**src/rtl/fir_coeff_loader.sv**
```systemverilog
// fir_coeff_loader
// Coefficient bank controller for fir_serial_parallel.
// Coefficients arrive serially over a valid/ready handshake, index 0 first, and
// are collected in a shadow bank. A complete shadow bank is copied to the
// active bank only on a sample-boundary tick. This way the filter never sees a
// partially updated coefficient set.
//
// Ports:
//   i_clock        system clock, rising edge
//   i_reset        asynchronous reset, active low
//   i_wr_valid     coefficient beat valid
//   i_wr_coeff     signed coefficient beat
//   i_wr_last      final beat of a load
//   o_wr_ready     loader can accept a beat (low in ARMED and during reset)
//   i_abort        drop the in-progress or armed load
//   i_sample_tick  filter sample-boundary strobe
//   o_coeffs       active bank, element k = tap k (registered)
//   o_swap         one-cycle pulse, active bank updated this cycle
//   o_armed        complete shadow bank waiting for a tick
//   o_err          sticky length error, cleared by the first beat of a new load
module fir_coeff_loader #(
    parameter int NB_COEFFS = 8,
    parameter int N_COEFFS  = 8
) (
    input  logic                        i_clock,
    input  logic                        i_reset,
    input  logic                        i_wr_valid,
    input  logic signed [NB_COEFFS-1:0] i_wr_coeff,
    input  logic                        i_wr_last,
    output logic                        o_wr_ready,
    input  logic                        i_abort,
    input  logic                        i_sample_tick,
    output logic signed [NB_COEFFS-1:0] o_coeffs [N_COEFFS],
    output logic                        o_swap,
    output logic                        o_armed,
    output logic                        o_err
);

    localparam int IW = (N_COEFFS > 1) ? $clog2(N_COEFFS) : 1;
    localparam logic [IW-1:0] LAST_IDX = IW'(N_COEFFS - 1);

    typedef enum logic [1:0] {IDLE, LOAD, ARMED} state_t;

    state_t                      state_q;
    logic [IW-1:0]               idx_q;
    logic                        ready_q;
    logic                        swap_q;
    logic                        armed_q;
    logic                        err_q;
    logic signed [NB_COEFFS-1:0] shadow_q [N_COEFFS];
    logic signed [NB_COEFFS-1:0] active_q [N_COEFFS];

    logic beat;
    assign beat = i_wr_valid && ready_q;

    always_ff @(posedge i_clock or negedge i_reset) begin
        if (!i_reset) begin
            state_q <= IDLE;
            idx_q   <= '0;
            ready_q <= 1'b0;
            swap_q  <= 1'b0;
            armed_q <= 1'b0;
            err_q   <= 1'b0;
            for (int k = 0; k < N_COEFFS; k++) begin
                shadow_q[k] <= '0;
                active_q[k] <= '0;
            end
        end else begin
            swap_q  <= 1'b0;
            // ready is low only while a complete bank waits in ARMED
            ready_q <= 1'b1;
            unique case (state_q)
                IDLE: begin
                    // abort has nothing to discard here, so beats proceed
                    if (beat) begin
                        shadow_q[0] <= i_wr_coeff;
                        idx_q       <= IW'(1);
                        if (i_wr_last) begin
                            // single-beat load is always too short (N_COEFFS >= 2)
                            err_q <= 1'b1;
                        end else begin
                            err_q   <= 1'b0;
                            state_q <= LOAD;
                        end
                    end
                end
                LOAD: begin
                    if (i_abort) begin
                        state_q <= IDLE;
                        idx_q   <= '0;
                    end else if (beat) begin
                        shadow_q[idx_q] <= i_wr_coeff;
                        idx_q           <= idx_q + 1'b1;
                        if (idx_q == LAST_IDX) begin
                            if (i_wr_last) begin
                                state_q <= ARMED;
                                armed_q <= 1'b1;
                                ready_q <= 1'b0;
                            end else begin
                                // long load: the index would run off the bank
                                err_q   <= 1'b1;
                                state_q <= IDLE;
                                idx_q   <= '0;
                            end
                        end else if (i_wr_last) begin
                            // short load: the partial shadow is simply never committed
                            err_q   <= 1'b1;
                            state_q <= IDLE;
                            idx_q   <= '0;
                        end
                    end
                end
                ARMED: begin
                    if (i_abort) begin
                        state_q <= IDLE;
                        idx_q   <= '0;
                        armed_q <= 1'b0;
                    end else if (i_sample_tick) begin
                        active_q <= shadow_q;
                        swap_q   <= 1'b1;
                        armed_q  <= 1'b0;
                        state_q  <= IDLE;
                        idx_q    <= '0;
                    end else begin
                        ready_q <= 1'b0;
                    end
                end
                default: begin
                    state_q <= IDLE;
                    idx_q   <= '0;
                    armed_q <= 1'b0;
                end
            endcase
        end
    end

    assign o_wr_ready = ready_q;
    assign o_coeffs   = active_q;
    assign o_swap     = swap_q;
    assign o_armed    = armed_q;
    assign o_err      = err_q;

endmodule

```
**config.mk**
```make
export PLATFORM = sky130hd
export DESIGN_NAME = fir_coeff_loader
export DESIGN_NICKNAME = d
export VERILOG_FILES = /design/src/rtl/fir_coeff_loader.sv
export SDC_FILE = /design/constraint.sdc
export NUM_CORES = 1
export LEC_CHECK = 0
export BUFFER_PORTS_ARGS = -buffer_cell sky130_fd_sc_hd__buf_4
export CORE_ASPECT_RATIO = 2
export CORE_UTILIZATION = 48
export DETAILED_ROUTE_END_ITERATION = 16
export HOLD_SLACK_MARGIN = 0.12
export PLACE_DENSITY = 0.68
export RECOVER_POWER = 25
export SLEW_MARGIN = 25
export SYNTH_ARGS = -nofsm -noshare
export SYNTH_HDL_FRONTEND = slang
export SYNTH_SLANG_ARGS = --single-unit
```
**constraint.sdc**
```tcl
create_clock -name i_clock -period 2.66 [get_ports i_clock]
set_input_delay 0 -clock i_clock [delete_from_list [all_inputs] [get_ports i_clock]]
set_output_delay 0 -clock i_clock [all_outputs]
set_load 0.02 [all_outputs]
```
After elaboration in Yosys (flattened, before gate mapping)

Index checks and enable logic that the tools add are counted.
Widths: inputs -> output; s select.

Register bits after elaboration: 137

Add/sub/neg operators: 1
Magnitude comparators: 2
Equal/unequal tests: 14
Mux-type cells: 49
Bitwise gates (word level): 3
Reduce and logical (&&, ||, !) cells: 11

Operator list:

| cell                | count |
|---|---|
| $mux 64             | 2 |
| $bwmux 64           | 1 |
| $demux 8 s3         | 1 |
| $mux 3              | 8 |
| $mux 1              | 20 |
| $mux 2              | 9 |
| $mux 8              | 2 |
| $pmux 8 s2          | 1 |
| $ne 2x2->1 const B  | 6 |
| $ne 3x3->1 const B  | 4 |
| $reduce_and 6->1    | 2 |
| $pmux 3 s3          | 1 |
| $reduce_and 3->1    | 3 |
| $pmux 2 s3          | 1 |
| $reduce_and 5->1    | 1 |
| $ge 4x4->1 const B  | 1 |
| $lt 4x1->1 const B  | 1 |
| $ne 4x4->1 const B  | 1 |
| $not 3->4           | 1 |
| $pmux 1 s2          | 2 |
| $reduce_and 4->1    | 1 |
| $add 3x1->3 const B | 1 |
| $eq 3x3->1 const B  | 1 |
| $pmux 1 s3          | 1 |
| 6 further kinds     | 8 |

Depth between registers and ports, before layout

Gate-level depths: netlist (run 1).

Depth after elaboration: 9
Depth in mapped cells: 8

Worst setup path before layout (run 1)

OpenSTA, ideal clock, no wires.

Kind: register -> register
Start point: register state_q[1]
End point: register shadow_q[56] in the netlist's numbering
Setup time: 0.125 ns
Arrival time: 1.805 ns
Required time: 2.535 ns
Slack: 0.731 ns
Cell stages (with the launch flop): 7
Path buffers: 0
Clock period less this slack: 1.929 ns
Cell sequence: dfrtp_1 > inv_1 > ha_1 > nor2b_1 > o21bai_1 > a21oi_2 > mux2_2

Cells in the longest elaborated chain, start to end: 3
Elaborated cells between the ends (all ways): 8
Classes of those cells: 4 x eq/ne; 1 x mux; 3 x reduce/logical

Ends and longest elaborated chain:

| item                                                      | line | source |
|---|---|---|
| start: declaration                                        | 44   | `state_t state_q;` |
| start signal: assignment                                  | 58   | `state_q <= IDLE;` |
| start signal: assignment                                  | 83   | `state_q <= LOAD;` |
| start signal: assignment                                  | 89   | `state_q <= IDLE;` |
| $eq 2x1->1 or $logic_not 2->1 (tied branches)             | 72   | `unique case (state_q)` |
| $ne 2x2->1 (no line) or $reduce_bool 2->1 (tied branches) | -    |  |
| $reduce_and 4->1 (no line)                                | -    |  |
| end signal: indexed assignment                            | 92   | `shadow_q[idx_q] <= i_wr_coeff;` |
| end: declaration                                          | 50   | `logic signed [NB_COEFFS-1:0] shadow_q [N_COEFFS];` |

Parallel ways exist; a longest one is shown, timed or not.
A chain may end at the register's enable or synchronous reset.

Worst setup path after layout (run 1)

Start point: register state_q[1]
End point: register err_q, in the netlist o_err

Cells in the longest elaborated chain, start to end: 3
Elaborated cells between the ends (all ways): 10
Classes of those cells: 6 x eq/ne; 1 x mux; 3 x reduce/logical

Ends and longest elaborated chain:

| item                                               | line | source |
|---|---|---|
| $eq 2x1->1 or $logic_not 2->1 (tied branches)      | 72   |  |
| $ne 3x3->1 (no line), or another cell as far along | -    |  |
| $reduce_and 6->1 (no line)                         | -    |  |
| end signal: assignment                             | 63   | `err_q <= 1'b0;` |
| end signal: assignment                             | 80   | `err_q <= 1'b1;` |
| end signal: assignment                             | 82   | `err_q <= 1'b0;` |
| end: declaration                                   | 49   | `logic err_q;` |

Parallel ways exist; a longest one is shown, timed or not.

==> results of run 1 <==
## state kept, by name (all words and copies together) (netlist names)
register    flops
shadow_q       64
state_q         2
o_swap          1
o_coeffs       64
idx_q           3
o_armed         1
o_wr_ready      1
o_err           1
## layer usage
layer,vias to the layer above,global-route usage,part of all wire
met3,16,0.0455,0.027
li1,1720,-,-
met5,-,0,0
met2,68,0.375,0.54
met4,0,0.0981,0.023
met1,1844,0.259,0.41
## where the power goes
group | leakage (nW) | internal [mW] | switching, mW | total [mW]
clock | 0.315 | 1.77 | 0.860 | 2.62
combinational | 1.55 | 0.357 | 0.310 | 0.666
sequential | 1.86 | 2.37 | 0.166 | 2.54
total | 3.72 | 4.49 | 1.34 | 5.83
## cell usage after synthesis (all sizes together), types with 2 or more instances
library cell and n:
clkinv 2, nand3b 2, a21oi 2, nand4 2, clkbuf 14, a31oi 2, inv 4, nand2 196
mux2i 5, ha 7, dfrtp 137, nand3 7, nor2 3, nor3 4, mux2 65
## how the worst max path moves through the flow
stage	start	endpoint	slack, ns	depth (start not counted)
after floorplan	state_q[1]	shadow_q[56]	0.73	6
after global routing	state_q[1]	o_err	0.22	7
after global placement	state_q[1]	shadow_q[57]	0.60	6
final	state_q[1]	o_err	0.35	7
after CTS	state_q[1]	o_err	0.39	7
after detailed placement	state_q[1]	shadow_q[58]	0.42	6
## tightest hold or removal path: cells and delay by family
kind,cells,cell delay [ns]
buffers and inverters,2,0.69
muxes,1,0.15
## what timing repair did
item                                   4_1_cts  5_1_grt
gates resized for setup                      0        0
endpoints found under the hold margin      146        0
hold buffers                                15        0
## layout make-up
type / count / area share
Sequential cell: 137 / 0.494
Multi-Input combinational cell: 308 / 0.270
Timing Repair Buffer: 100 / 0.110
Clock buffer: 22 / 0.0698
Clock inverter: 10 / 0.0273
Tap cell: 140 / 0.0253
Inverter: 6 / 0.00325
## stage by stage
| stage | instance area [µm²] | hold WS, ns |
|---|---|---|
| final | 6930 | 0.458 |
| after global routing | 6930 | 0.469 |
| after CTS | 6980 | 0.205 |
| after detailed placement | 6150 | 0.0789 |
| after global placement | 6150 | 0.0640 |
| after floorplan | 5380 | -0.296 |
## logic make-up (layout without fill, tap and decap cells)
logic type	count (synthesis)	count (layout)	synth area share
flip-flops	137	137	0.637
AND/OR/NAND/NOR	221	221	0.173
XOR/XNOR	1	1	0.00163
multiplexers	70	70	0.145
adder cells (fa/ha/maj)	7	7	0.0163
buffers and inverters	21	138	0.0147
AO/OA/AOI/OAI	9	9	0.0121
==> key figures, run 1 <==
Setup path
  – Kind of critical path: reg -> reg
  – Worst Path Buf+Inv: 2
  – Crit path cell chain: inv_1 > ha_1 > nor2b_1 > o21bai_1 > a31oi_1 > o22a_1 > dlygate4sd3_1
  – R2R depth: 7
  – Family with the most delay on the worst path: buffers and inverters
  – CP required: 3.00 ns
  – Slowest stage cell on the critical path: dlygate4sd3_1
  – Flop2flop setup slack: 0.35 ns
  – RR Startpoint: state_q[1]
  – Worst path arrival time: 2.65 ns
  – Crit path max fanout: 5
  – Worst reg2reg path endpoint: o_err
  – Critical path endpoint category: register
  – CP max stage delay: 0.55 ns
  – Type of origin of the critical path: register

Status
  – Status: complete, but fails checks
  – Failing checks: capacitance limit, slew limit

Synthesis
  – Synth Register Bits: 137
  – Syn Area/Cell: 11.5 µm²
  – Synth Net Count: 487
  – Biggest area consumer among synthesized cells: dfrtp_1
  – Area contributors post-synth: dfrtp_1, nand2_1, mux2_2
  – Cell count after synthesis: 466
  – Most used DFF post-synth: dfrtp_1
  – Yosys warns: 0
  – Async set or reset register ratio after synthesis: 1.00
  – Distinct cells, synth: 32
  – Sequential fraction of the synthesis area: 0.637
  – Yosys top cell area share: 0.637
  – Number of flops mapped to enable cells by yosys: 0
  – Synth Cell Area: 5380 µm²

GRT
  – Initial antenna violation count: 0
  – First-pass GRT wire length: 18.9 mm
  – GRT overflow: 0
  – Largest net degree at the start of global routing: 77
  – Gr usage total: 0.217
  – Vias in the first global route: 3745

Min path
  – Hold path start: i_wr_coeff[7]
  – Hold crit path type: in -> reg
  – Hold depth: 3
  – WHS Endpoint: shadow_q[31]

Floorplanning
  – IO Pins: 82
  – Die span in x: 76.9 µm
  – Rows: 54
  – Die ar.: 11700 µm²
  – Die Y: 152 µm
  – Core area: 10900 µm²
  – Initial Util: 0.495

Detailed routing
  – Routed wire per std cell: 15.8 µm
  – Initial DRC Count: 196
  – Via count: 3648
  – Antenna-violating nets left: 0
  – Drt pass-1 iters: 5
  – DR DRC count: 0
  – WL final: 11.4 mm
  – Via density: 5.05

Finish
  – Multi-input gate area: 1870 µm²
  – Most frequent cells in the layout: nand2_1, dfrtp_1, buf_4
  – Commonest non-fill, non-tap cell in the layout: nand2_1
  – FF/Latch Area: 3430 µm²
  – Final cell count without fillers: 723
  – Number of diodes: 0
  – Synth-to-Final Area Change: 28.9%
  – Proportion of layout cells with a drive suffix above 1: 0.302
  – Fillers: 864
  – Nets: 591
  – Final core utilization: 0.637

Power and ir drop
  – Leakage: 3.72 nW
  – Power Density: 841 nW/µm²
  – Peak VDD IR: 0.585 mV
  – Pwr Total: 5.83 mW

Clocking
  – TritonCTS buffer count: 17
  – Clk_lat worst skew: 0.41 ns
  – Clk pin slew, worst setup/hold paths: 0.06 ns
  – H-Tree Depth: 4
  – CTS tree: yes
  – Clk sinks: 137
  – Clk buf depth: 2
  – Setup bufs post-CTS: 0
  – Root Buffer: clkbuf_16

Timing
  – Final hold violation count: 0
  – Max-Slew Margin vs Limit: -0.275
  – Number of setup violations in the final report: 0
  – Clk_skew: 0.00681 ns
  – Actual slew at the worst max-slew pin: 1.91 ns
  – Final setup TNS: 0 ns
  – RSZ-0062 raised after global routing: no
  – Setup WS post-layout: 0.353 ns
  – Final min period: 2.31 ns
  – Fmax: 0.433 GHz
  – Final Cycle Share: 0.867
  – Pins Over Slew Limit: 76

Place
  – Placement Setup Slack: 0.424 ns
  – I/O Buffers: 81
  – Cell count after placement: 676
  – Hpwl dp: 7.41 mm
  – Routability cong.: 0.846

Run
  – Max cap viols: 1
Note: power is estimated with default switching activity, not from simulation.
==> run 2: changes to the inputs <==
--- a/config.mk
+++ b/config.mk
@@ -6,7 +6,7 @@
 export NUM_CORES = 1
 export LEC_CHECK = 0
 export BUFFER_PORTS_ARGS = -buffer_cell sky130_fd_sc_hd__buf_4
-export CORE_ASPECT_RATIO = 2
+export CORE_ASPECT_RATIO = 1.1
 export CORE_UTILIZATION = 48
 export DETAILED_ROUTE_END_ITERATION = 16
 export HOLD_SLACK_MARGIN = 0.12
==> key figures, run 2 (synthesis results as in run 1) <==
Detailed routing
  – WL final: 11.5 mm (was 11.4 mm)
  – Met2 wire len: 5.81 mm (was 6.18 mm)
  – DR WL met3: 366 µm (was 310 µm)
  – Routed wire per std cell: 15.7 µm (was 15.8 µm)
  – Met1 WL: 5.08 mm (was 4.66 mm)
  – Antenna-violating nets left: 0 (unchanged)
  – Via count: 3688 (was 3648)
  – Via density: 5.05 (about the same)
  – Drt pass-1 iters: 4 (was 5)
  – Initial DRC Count: 175 (was 196)
  – DR DRC count: 0 (unchanged)
  – Top layer in use: met4 (unchanged)

Timing
  – Hold_ws: 0.453 ns (was 0.458 ns)
  – RSZ-0062 raised after global routing: no (unchanged)
  – Fmax: 0.438 GHz (was 0.433 GHz)
  – Number of setup violations in the final report: 0 (unchanged)
  – Pins Over Slew Limit: 73 (was 76)
  – Final setup TNS: 0 ns (unchanged)
  – Final Cycle Share: 0.858 (was 0.867)
  – Clk_skew: 0.00630 ns (was 0.00681 ns)
  – Final min period: 2.28 ns (was 2.31 ns)
  – Max-Slew Margin vs Limit: -0.193 (was -0.275)
  – Final hold violation count: 0 (unchanged)
  – Actual slew at the worst max-slew pin: 1.79 ns (was 1.91 ns)

Finish
  – Proportion of layout cells with a drive suffix above 1: 0.293 (was 0.302)
  – Nets: 591 (unchanged)
  – Multi-input gate area: 1870 µm² (unchanged)
  – FF/Latch Area: 3430 µm² (unchanged)
  – Commonest non-fill, non-tap cell in the layout: nand2_1 (unchanged)
  – Number of diodes: 0 (unchanged)
  – Final core utilization: 0.631 (was 0.637)
  – Fillers: 901 (was 864)
  – Synth-to-Final Area Change: 28.0% (was 28.9%)
  – Most frequent cells in the layout: nand2_1, dfrtp_1, buf_4 (unchanged)

GRT
  – Initial antenna violation count: 0 (unchanged)
  – GRT overflow: 0 (unchanged)
  – Vias in the first global route: 3911 (was 3745)
  – First-pass GRT wire length: 19.4 mm (was 18.9 mm)
  – Gr usage total: 0.222 (was 0.217)
  – Largest net degree at the start of global routing: 73 (was 77)

Clocking
  – PostCTS Resize Cnt: 0 (unchanged)
  – H-Tree Depth: 4 (unchanged)
  – Clk_lat worst skew: 0.41 ns (about the same)
  – CTS tree: yes (unchanged)
  – TritonCTS buffer count: 17 (unchanged)
  – Setup bufs post-CTS: 0 (unchanged)
  – Clk sinks: 137 (unchanged)
  – # hold bufs at CTS: 15 (unchanged)
  – Root Buffer: clkbuf_16 (unchanged)
  – Clk pin slew, worst setup/hold paths: 0.06 ns (about the same)
  – Clk buf depth: 2 (unchanged)

Power and ir drop
  – Pwr Total: 5.75 mW (was 5.83 mW)
  – Leakage: 3.70 nW (was 3.72 nW)
  – Sw Pwr: 1.32 mW (was 1.34 mW)
  – Total internal power: 4.43 mW (was 4.49 mW)
  – Clock power frac: 0.442 (was 0.450)
  – Power Density: 834 nW/µm² (was 841 nW/µm²)
  – Switching part of the total: 0.229 (about the same)
  – Combinational share of power: 0.116 (was 0.114)
  – Reg power frac: 0.442 (was 0.435)
  – Peak VDD IR: 0.378 mV (was 0.585 mV)

Status
  – Status: complete, but fails checks (unchanged)
  – Failing checks: capacitance limit, slew limit (unchanged)

Floorplanning
  – Die span in x: 103 µm (was 76.9 µm)
  – Initial Util: 0.493 (was 0.495)
  – Core area: 10900 µm² (about the same)
  – IO Pins: 82 (unchanged)
  – Die ar.: 11600 µm² (was 11700 µm²)
  – Rows: 40 (was 54)
  – Die Y: 113 µm (was 152 µm)

Setup path
  – Slowest stage cell on the critical path: dlygate4sd3_1 (unchanged)
  – Kind of critical path: reg -> reg (unchanged)
  – CP required: 3.01 ns (was 3.00 ns)
  – CP max stage delay: 0.53 ns (was 0.55 ns)
  – Crit path cell chain: inv_1 > ha_1 > nor2b_1 > o21bai_1 > a31oi_1 > o22a_1 > dlygate4sd3_1 (unchanged)
  – Crit path max fanout: 5 (unchanged)
  – Critical path endpoint category: register (unchanged)
  – Type of origin of the critical path: register (unchanged)
  – Worst path arrival time: 2.63 ns (was 2.65 ns)

Place
  – I/O Buffers: 81 (unchanged)
  – Hpwl dp: 7.24 mm (was 7.41 mm)
  – Routability cong.: 0.829 (was 0.846)

Run
  – Max cap viols: 1 (unchanged)

Min path
  – Hold crit path type: in -> reg (unchanged)
run 2: changes by cell type in the layout (fill, tap and decap cells not counted), moves of 2 or more:
cell,before,now
buf_4,73,68
clkinvlp_4,4,2
clkbuf_8,4,2
clkinv_2,0,6
clkbuf_1,11,16
run 2: metal layers:
layer  GRT usage  vias to the layer above
met4      0.0779                        0
met5           0                        -
met1       0.299                     1863
met3      0.0500                       20
li1            -                     1735
met2       0.355                       70
run 2: layout make-up:
cell class                      count  share of cell area
Inverter                            6             0.00345
Clock inverter                     13              0.0289
Clock buffer                       19              0.0658
Tap cell                          147              0.0267
Sequential cell                   137               0.498
Multi-Input combinational cell    308               0.272
Timing Repair Buffer              100               0.105
run 2: power by group through the flow:
stage	Clock, mW	Sequential [mW]	Combinational (mW)
after global routing	2.67	2.57	0.732
after detailed placement	0	2.56	0.643
after floorplan	0	2.52	0.460
final	2.54	2.54	0.667
after global placement	0	2.55	0.611
after CTS	2.58	2.54	0.677
run 2: worst max-delay path, delay by kind of cell (launching register included):
kind | cells | cell delay (ns)
buf+inv | 2 | 0.65
compound gates | 3 | 0.53
flops | 1 | 0.38
simple gates | 1 | 0.37
fa+ha+maj | 1 | 0.29
run 2: path summary, 6_finish.rpt:
check | startpoint | end | slack (ns) | cells past startpoint
worst max-delay path | state_q[1] | o_err | 0.38 | 7
worst min-delay path | i_wr_coeff[7] | shadow_q[15] | 0.45 | 3
worst max register to register | state_q[1] | o_err | 0.38 | 7
worst min register to register | shadow_q[48] | o_coeffs[48] | 0.46 | 2
max in group asynchronous | i_reset | o_coeffs[43] | 0.88 | 3
min in group asynchronous | i_reset | o_coeffs[52] | 0.60 | 2
run 2: per-stage QoR:
| stage | cells | worst slack, ns | instance area (µm²) |
|---|---|---|---|
| after floorplan | 466 | 0.731 | 5380 |
| after global placement | 683 | 0.551 | 6150 |
| after detailed placement | 683 | 0.428 | 6150 |
| after CTS | 730 | 0.402 | 6950 |
| after global routing | 730 | 0.236 | 6890 |
| final | 730 | 0.379 | 6890 |
==> run 3: changes to the inputs <==
--- a/config.mk
+++ b/config.mk
@@ -6,11 +6,10 @@
 export NUM_CORES = 1
 export LEC_CHECK = 0
 export BUFFER_PORTS_ARGS = -buffer_cell sky130_fd_sc_hd__buf_4
-export CORE_ASPECT_RATIO = 1.1
 export CORE_UTILIZATION = 48
 export DETAILED_ROUTE_END_ITERATION = 16
 export HOLD_SLACK_MARGIN = 0.12
-export PLACE_DENSITY = 0.68
+export PLACE_DENSITY = 0.69
 export RECOVER_POWER = 25
 export SLEW_MARGIN = 25
 export SYNTH_ARGS = -nofsm -noshare
==> key figures, run 3 (synthesis results as in run 1) <==
Setup path
  – Type of origin of the critical path: register (unchanged)
  – Crit path max fanout: 5 (unchanged)
  – CP required: 3.11 ns (was 3.01 ns)
  – RR Startpoint: state_q[1] (unchanged)
  – Worst path arrival time: 2.74 ns (was 2.63 ns)
  – Critical Path Sink: o_err (unchanged)
  – Worst reg2reg path endpoint: o_err (unchanged)
  – Flop2flop setup slack: 0.37 ns (was 0.38 ns)
  – Kind of critical path: reg -> reg (unchanged)
  – Critical path endpoint category: register (unchanged)
  – R2R depth: 7 (unchanged)
  – Launch point of the worst path: state_q[1] (unchanged)

Place
  – I/O Buffers: 81 (unchanged)
  – Hpwl dp: 7.42 mm (was 7.24 mm)
  – Routability cong.: 0.827 (was 0.829)

Clocking
  – PostCTS Resize Cnt: 0 (unchanged)
  – H-Tree Depth: 4 (unchanged)
  – CTS tree: yes (unchanged)
  – TritonCTS buffer count: 17 (unchanged)
  – Root Buffer: clkbuf_8 (was clkbuf_16)
  – Clk buf depth: 2 (unchanged)
  – Clk sinks: 137 (unchanged)
  – Clk_lat worst skew: 0.52 ns (was 0.41 ns)
  – Setup bufs post-CTS: 0 (unchanged)
  – Clk pin slew, worst setup/hold paths: 0.06 ns (about the same)

Detailed routing
  – Routed wire per std cell: 16.5 µm (was 15.7 µm)
  – Drt pass-1 iters: 4 (unchanged)
  – Via count: 3714 (was 3688)
  – DR DRC count: 0 (unchanged)
  – Antenna-violating nets left: 0 (unchanged)
  – Via density: 5.14 (was 5.05)
  – WL final: 11.9 mm (was 11.5 mm)
  – Initial DRC Count: 199 (was 175)

Floorplanning
  – Die Y: 108 µm (was 113 µm)
  – Core area: 10900 µm² (about the same)
  – Rows: 38 (was 40)
  – Initial Util: 0.494 (was 0.493)
  – Die span in x: 108 µm (was 103 µm)
  – Die ar.: 11600 µm² (about the same)
  – IO Pins: 82 (unchanged)

Status
  – Status: complete, but fails checks (unchanged)
  – Failing checks: capacitance limit, slew limit (unchanged)

Power and ir drop
  – Leakage: 3.72 nW (was 3.70 nW)
  – Peak VDD IR: 0.372 mV (was 0.378 mV)
  – Power Density: 799 nW/µm² (was 834 nW/µm²)
  – Pwr Total: 5.50 mW (was 5.75 mW)

Finish
  – Nets: 591 (unchanged)
  – Most frequent cells in the layout: nand2_1, dfrtp_1, buf_4 (unchanged)
  – Number of diodes: 0 (unchanged)
  – Commonest non-fill, non-tap cell in the layout: nand2_1 (unchanged)
  – Synth-to-Final Area Change: 27.8% (was 28.0%)
  – Fillers: 884 (was 901)
  – Proportion of layout cells with a drive suffix above 1: 0.316 (was 0.293)

Timing
  – Pins Over Slew Limit: 87 (was 73)
  – Final min period: 2.29 ns (was 2.28 ns)
  – Fmax: 0.437 GHz (was 0.438 GHz)
  – Clk_skew: 0.00766 ns (was 0.00630 ns)
  – Final Cycle Share: 0.861 (was 0.858)
  – Final setup TNS: 0 ns (unchanged)
  – Max-Slew Margin vs Limit: -0.394 (was -0.193)
  – Final hold violation count: 0 (unchanged)
  – Actual slew at the worst max-slew pin: 2.09 ns (was 1.79 ns)
  – Number of setup violations in the final report: 0 (unchanged)
  – RSZ-0062 raised after global routing: no (unchanged)

GRT
  – Largest net degree at the start of global routing: 87 (was 73)
  – First-pass GRT wire length: 19.3 mm (was 19.4 mm)
  – GRT overflow: 0 (unchanged)
  – Vias in the first global route: 3774 (was 3911)
  – Initial antenna violation count: 0 (unchanged)
  – Gr usage total: 0.223 (was 0.222)

Min path
  – Hold crit path type: in -> reg (unchanged)

Run
  – Max cap viols: 1 (unchanged)
run 3: what timing repair did:
| item | CTS | global route |
|---|---|---|
| setup endpoints to repair | 0 | 0 |
| hold endpoints to repair | 172 | 0 |
| hold buffers | 15 | 0 |
run 3: layout make-up:
class                   instances  area [µm²]  area share
flip-flops and latches        137        3430       0.499
multi-input cells             308        1870       0.272
repair buffers                100         795       0.116
clock buffers                  19         432      0.0628
well taps                     140         175      0.0255
clock inverters                12         151      0.0220
inverters                       6        22.5     0.00328
run 3: stage by stage:
stage                     hold WS, ns  std cells   util  instance area (µm²)  worst slack, ns
final                           0.356        722  0.632                 6880            0.371
after global routing            0.350        722  0.632                 6880            0.194
after CTS                       0.133        722  0.632                 6890            0.391
after detailed placement        0.102        676  0.565                 6150            0.429
after global placement          0.103        676  0.565                 6150            0.563
after floorplan                -0.296        466      -                 5380            0.731
run 3: report_power, final:
part / internal (mW) / switching [mW]
sequential: 2.37 / 0.164
combinational: 0.354 / 0.312
clock: 1.44 / 0.855
run 3: critical path: stages (launching register included):
cell and delay [ns]:
dfrtp_1 0.38, inv_1 0.12, ha_1 0.28, nor2b_1 0.36, o21bai_1 0.18, a31oi_1 0.18, o22a_1 0.16, dlygate4sd3_1 0.57
run 3: worst min path at each step:
stage | start | endpoint | cells after the start
floorplan | i_reset | idx_q[0] | 0
global placement | i_reset | o_coeffs[52] | 1
detailed placement | i_reset | o_swap | 1
CTS | i_reset | o_coeffs[60] | 2
global route | i_wr_coeff[7] | shadow_q[39] | 3
finish | i_wr_coeff[7] | shadow_q[55] | 3
run 3: layer usage:
metal	track usage	part of all wire
met5	0	0
met4	0.0607	0.0073
met3	0.0508	0.036
met2	0.363	0.51
met1	0.303	0.45
